[src/rtl/refresh_counter_allocator.sv]
// Hands out per-bank tRFCpb counter slots to refresh requests, blocks a second refresh
// to a bank already in flight, and retires slots on counter completion.
module refresh_counter_allocator #(
   parameter int NUM_COUNTERS    = 4,
   parameter int NUM_BANKS       = 8,
   parameter int BANK_ADDR_WIDTH = 3,
   parameter int TRFC_PB_WIDTH   = 8
) (
   input  logic                       clk,
   input  logic                       rst_n,
   input  logic                       req_valid,
   input  logic [BANK_ADDR_WIDTH-1:0] req_bank,
   output logic                       req_ready,
   input  logic [TRFC_PB_WIDTH-1:0]   trfc_pb,
   output logic [NUM_COUNTERS-1:0]    cnt_start,
   output logic [BANK_ADDR_WIDTH-1:0] cnt_bank,
   output logic [TRFC_PB_WIDTH-1:0]   cnt_trfc,
   input  logic [NUM_COUNTERS-1:0]    cnt_done,
   output logic [NUM_COUNTERS-1:0]    slot_busy,
   output logic [NUM_BANKS-1:0]       bank_busy,
   output logic [NUM_BANKS-1:0]       bank_done,
   output logic                       err_spurious
);

   logic [BANK_ADDR_WIDTH-1:0] slot_bank [NUM_COUNTERS];
   logic [NUM_COUNTERS-1:0]    sel_onehot;
   logic                       any_free;
   logic [NUM_BANKS-1:0]       bank_match;
   logic [NUM_BANKS-1:0]       bank_set;
   logic [NUM_BANKS-1:0]       bank_clear;
   logic [NUM_COUNTERS-1:0]    done_valid;
   logic                       spurious;
   logic                       accept;

   // Lowest-index free slot wins the allocation.
   always_comb begin
      sel_onehot = '0;
      any_free   = 1'b0;
      for (int i = 0; i < NUM_COUNTERS; i++) begin
         if (!slot_busy[i] && !any_free) begin
            sel_onehot[i] = 1'b1;
            any_free      = 1'b1;
         end
      end
   end

   // An out-of-range bank address decodes to no bank at all, so it can never be ready.
   always_comb begin
      bank_match = '0;
      for (int b = 0; b < NUM_BANKS; b++) begin
         bank_match[b] = (req_bank == BANK_ADDR_WIDTH'(b));
      end
   end

   // Ready is held low during reset so nothing is accepted while every output is forced to 0.
   assign req_ready  = rst_n && any_free && (|bank_match) && !(|(bank_match & bank_busy));
   assign accept     = req_valid && req_ready;
   assign bank_set   = accept ? bank_match : '0;
   assign done_valid = cnt_done & slot_busy;
   assign spurious   = |(cnt_done & ~slot_busy);

   always_comb begin
      bank_clear = '0;
      for (int b = 0; b < NUM_BANKS; b++) begin
         for (int i = 0; i < NUM_COUNTERS; i++) begin
            if (done_valid[i] && (slot_bank[i] == BANK_ADDR_WIDTH'(b))) begin
               bank_clear[b] = 1'b1;
            end
         end
      end
   end

   // Retire and allocate can share an edge: ready came from pre-edge state, so the
   // newly set slot/bank is never one being cleared.
   always_ff @(posedge clk or negedge rst_n) begin
      if (!rst_n) begin
         slot_busy    <= '0;
         bank_busy    <= '0;
         bank_done    <= '0;
         cnt_start    <= '0;
         cnt_bank     <= '0;
         cnt_trfc     <= '0;
         err_spurious <= 1'b0;
         for (int i = 0; i < NUM_COUNTERS; i++) begin
            slot_bank[i] <= '0;
         end
      end else begin
         slot_busy <= (slot_busy & ~done_valid) | (accept ? sel_onehot : '0);
         bank_busy <= (bank_busy & ~bank_clear) | bank_set;
         bank_done <= bank_clear;
         cnt_start <= accept ? sel_onehot : '0;
         if (spurious) begin
            err_spurious <= 1'b1;
         end
         if (accept) begin
            cnt_bank <= req_bank;
            cnt_trfc <= trfc_pb;
            for (int i = 0; i < NUM_COUNTERS; i++) begin
               if (sel_onehot[i]) begin
                  slot_bank[i] <= req_bank;
               end
            end
         end
      end
   end

endmodule

[config.mk]
export PLATFORM = sky130hd
export DESIGN_NAME = refresh_counter_allocator
export DESIGN_NICKNAME = d
export VERILOG_FILES = /design/src/rtl/refresh_counter_allocator.sv
export SDC_FILE = /design/constraint.sdc
export NUM_CORES = 1
export LEC_CHECK = 0
export CAP_MARGIN = 20
export CELL_PAD_IN_SITES_DETAIL_PLACEMENT = 1
export CELL_PAD_IN_SITES_GLOBAL_PLACEMENT = 2
export CORE_UTILIZATION = 24
export DETAILED_ROUTE_END_ITERATION = 8
export PLACE_DENSITY = 0.65
export SETUP_SLACK_MARGIN = 0.1
export SLEW_MARGIN = 5
export SYNTH_ARGS = -nofsm -noshare
export SYNTH_HDL_FRONTEND = slang
export SYNTH_SLANG_ARGS = --single-unit
[constraint.sdc]
create_clock -name clk -period 2.15 [get_ports clk]
set_clock_uncertainty 0.2 [all_clocks]
set_input_delay 0.5375 -clock clk [delete_from_list [all_inputs] [get_ports clk]]
set_output_delay 0.5375 -clock clk [all_outputs]
set_load 0.01 [all_outputs]
# Word-level counts from Yosys, hierarchy flattened
# Index checks and enable logic that the tools add are counted.
# Widths: inputs -> output; s select.
# totals
regBits	48
in_bits	18
word_cells	155
# op_classes
eq_ne	35
n_mux	41
n_bitwise	11
n_reduce_logical	57
# op_table
cell	n
$eq 3x3->1 const B	20
$logic_and 1x1->1	39
$mux 1	39
$eq 3x2->1 const B	10
$and 8x8->8	2
$reduce_or 8->1	2
$eq 3x1->1 const B	5
$logic_not 3->1	5
$and 4x4->4	3
$mux 8	1
$not 4->4	2
$not 8->8	1
$or 8x8->8	1
$reduce_and 2->1	4
$logic_not 1->1	6
$mux 4	1
$or 4x4->4	1
$reduce_or 4->1	1
$not 1->1	1

# Longest topological paths before layout
# logic_depth
depth_word	15
mapped_depth	6

# Worst setup path before layout
# Ideal clock, no wire load.
# synth_timing
kind	input -> register
from	input port req_bank[1]
to	register cnt_trfc[0]
setup_time_ns	0.125
arrival_ns	1.929
t_required_ns	1.825
setup_slack_ns	-0.104
cell_stages	5
path_buffers	1
cell_sequence	mux2_2 a221oi_4 and4_1 buf_4 mux2_2
# synth_via
elab_chain_len	6
word_cells_on_any_way	15
classes_between	eq/ne (7); bitwise (1); reduce/logical (7)
# synth_rtl
item	line_no	text
start, declared	12	input logic [BANK_ADDR_WIDTH-1:0] req_bank,
$eq 3x1->1 (tied with other cells)	51	bank_match[b] = (req_bank == BANK_ADDR_WIDTH'(b));
$and 8x8->8	56	assign req_ready = rst_n && any_free && (|bank_match) && !(|(bank_match & bank_busy));
$reduce_or 8->1	56	
$logic_not 1->1	56	
$logic_and 1x1->1 *	56	
$logic_and 1x1->1 *	57	assign accept = req_valid && req_ready;
end signal, assigned	97	cnt_trfc <= trfc_pb;
end, declared	17	output logic [TRFC_PB_WIDTH-1:0] cnt_trfc,
# Every way passes the cells marked *; elsewhere a longest branch is shown, timed or not.
# A chain may end at the register's enable or synchronous reset.

# Final worst setup path
# layout_timing
from	register bank_busy[1]
to	output port req_ready
# layout_via
elab_chain_len	4
# layout_rtl
item	line_no	text
start, declared	20	output logic [NUM_BANKS-1:0] bank_busy,
start signal, assigned	89	bank_busy <= (bank_busy & ~bank_clear) | bank_set;
$and 8x8->8	56	
$reduce_or 8->1	56	
$logic_not 1->1	56	
$logic_and 1x1->1	56	
end, declared	13	output logic req_ready,
# No other way between the ends.

==> run summary <==
Die H - 96.9 µm
Most common cell after layout, fill and taps aside - dfrtp_1
CTS H-tree lvls - 2
Core area - 8720 µm²
Vias in the first global route - 2054
Clock sinks - 48
Worst Path Required - 1.41 ns
Tot GR Track Use - 0.153
Syn Nets - 198
R2r worst-path depth - 7
Rows - 34
Worst Path Arrival - 1.68 ns
First-pass GRT wire length - 11100 µm
CTS tree - built
Longest Clk Path Bufs - 2
Starting Density - 0.248
Crit path cell chain - mux2_4, a221oi_4, and3_4, buf_6
Die area - 9390 µm²
Seq/Total Area, Yosys - 0.556
Port Buffers - 54
Post-synthesis register bit count - 48
Ys Warns - 0
Antenna-violating nets left - 0
Status - complete, but fails checks
Area grow syn2layout - 64.9%
Top Family by Delay on Critical Path - flip-flops
Final #Nets - 306
Tcrit/Tclk final - 1.12
Via Count - 1884
DRT iter0 DRCs - 68
Remaining Overflow, GRT - 0
PnR worst setup slack - -0.263 ns
Vias/cell - 4.75
Clock Tree Root - clkbuf_8
Post-Place Setup Slack - -1.09 ns
Syn Area/Cell - 12.0 µm²
Initial antenna violation count - 0
Die Span X - 96.9 µm
Crit-path max FO - 2
CP max-delay cell - dfrtp_1
Max capacitance violation total - 0
DP Wirelength - 5080 µm
Slowest cell delay on critical path - 0.39 ns
Max rail drop VDD - 0.261 mV
Largest net degree at the start of global routing - 49
Startpoint Class - flop
Max-slew headroom - 0.577
WP buf/inv - 1
Worst-margin pin slew - 0.634 ns
IO Pins - 55
Achievable frequency - 0.414 GHz
Failing checks - negative setup slack
HP Class - in2async
Crit path time final - 2.41 ns
Gpl congestion - 0.844
Worst-Skew Late Latency - 0.30 ns
Fin. Hold Viols - 0
Clock slew at reported path FFs - 0.09 ns
CP Capture Type - output pin
Cts bufs inserted - 5
Synthesized area - 2160 µm²
DRT Wirelength - 7030 µm
Setup violators final - 25
Power Density - 944 nW/µm²
Avg WL per Cell - 17.7 µm
Pleak - 1.63 nW
Commonest non-fill, non-tap cells in the layout - dfrtp_1, buf_4, clkdlybuf4s50_1, mux2_4, inv_1
Fillers - 950
Post-CTS Hold Buffers - 0
PnR Total Power - 3.36 mW
Multi-input gate area - 1080 µm²
Antenna diode count - 0
Synth unique cells - 35
Fin. max-slew vios - 0
CP Depth - 4
Mapped Cells - 180
Seq. cell area - 1200 µm²
Share of cells above drive strength 1 - 0.412
Kind of critical path - reg2out
DRC errors left - 0
RSZ-0062 raised after global routing - yes
DR pass1 iterations - 4
## flip-flops by register name, indices dropped and copies added (netlist names)
register / flops
cnt_bank: 3
slot_busy: 4
cnt_start: 4
cnt_trfc: 8
err_spurious: 1
slot_bank: 12
bank_busy: 8
bank_done: 8
## metrics by stage
step / instance area (µm²) / setup TNS, ns / hold WS, ns / util / std cells
finish: 3560 / -2.48 / 0.156 / 0.408 / 397
global route: 3560 / -4.99 / 0.201 / 0.408 / 397
CTS: 3390 / -1.37 / 0.180 / 0.388 / 392
detailed placement: 3190 / -29.56 / 0.298 / 0.366 / 378
global placement: 3190 / -27.78 / 0.293 / 0.366 / 378
floorplan: 2240 / -0.301 / 0.0419 / - / 180
## final timing paths
check / startpoint / slack (ns) / to
setup / recovery: bank_busy[1] / -0.26 / req_ready
hold / removal: rst_n / 0.16 / cnt_trfc[4]
setup reg to reg: bank_busy[1] / -0.15 / cnt_trfc[1]
hold reg to reg: cnt_trfc[2] / 0.32 / cnt_trfc[2]
max in group asynchronous: rst_n / 1.17 / cnt_bank[2]
min in group clk: cnt_trfc[2] / 0.32 / cnt_trfc[2]
## synthesized netlist by cell type
cell,number,share of area
nor4b_1,2,0.0081
o22ai_1,14,0.041
a41oi_1,1,0.0041
o2bb2ai_1,1,0.0041
and4bb_2,1,0.0058
nor4_1,1,0.0029
nand3_1,5,0.012
and3_1,5,0.014
mux2i_1,1,0.0046
a221o_1,8,0.037
a222oi_1,1,0.0046
or3b_2,2,0.0081
a221oi_4,1,0.012
a2bb2oi_1,1,0.0041
nand2_1,10,0.017
nor2_1,5,0.0087
nand3b_1,4,0.014
inv_1,16,0.028
buf_2,4,0.0093
nor2b_1,6,0.017
clkbuf_1,1,0.0017
and4_1,1,0.0041
o21ai_0,2,0.0046
o211ai_1,1,0.0035
a21o_1,1,0.0035
buf_4,1,0.0035
o32ai_1,1,0.0041
dfrtp_1,48,0.56
and2_1,2,0.0058
nor3b_1,1,0.0035
o21bai_1,1,0.0035
nand2b_1,4,0.012
nor3_1,1,0.0023
nand4_2,1,0.0058
mux2_2,25,0.13
## repair_timing
action	in CTS	in global routing
endpoints found under the setup margin	51	36
buffers inserted	6	6
gates resized for setup	40	33
gates cloned	1	0
hold endpoints to repair	0	0
pin swaps	5	4
## where the power goes
group / switching [mW] / internal [mW] / leakage [nW]
Sequential: 0.167 / 1.15 / 0.603
Combinational: 0.571 / 0.910 / 0.978
Clock: 0.304 / 0.257 / 0.0510
## per-layer routing
metal / GRT usage / wire length, µm / up-vias
li1: - / - / 875
met1: 0.200 / 3220 / 956
met2: 0.252 / 3470 / 45
met3: 0.0303 / 218 / 8
met4: 0.0517 / 116 / 0
met5: 0 / 0 / -
## cells by family (layout without fill, tap and decap cells)
| logic type | count (synthesis) | in the layout | share of synthesized area |
|---|---|---|---|
| compound gates | 33 | 33 | 0.126 |
| buf+inv | 22 | 131 | 0.0423 |
| flops | 48 | 48 | 0.556 |
| mux | 26 | 26 | 0.135 |
| simple gates | 51 | 51 | 0.141 |
## worst reg2reg max path, stage by stage (launching register included)
cell and delay (ns):
dfrtp_1 0.39, mux2_4 0.29, a221oi_4 0.35, buf_4 0.17, buf_6 0.10, and4_4 0.27
buf_12 0.14, mux2_4 0.30
## area by class of cell
class / instances / share of cell area
clock buffer: 6 / 0.0232
clock inverter: 2 / 0.00281
inverter: 16 / 0.0169
multi-input combinational: 110 / 0.303
sequential: 48 / 0.337
tap: 108 / 0.0379
timing repair buffer: 107 / 0.279
No activity file was read; power rests on OpenSTA's default activity.
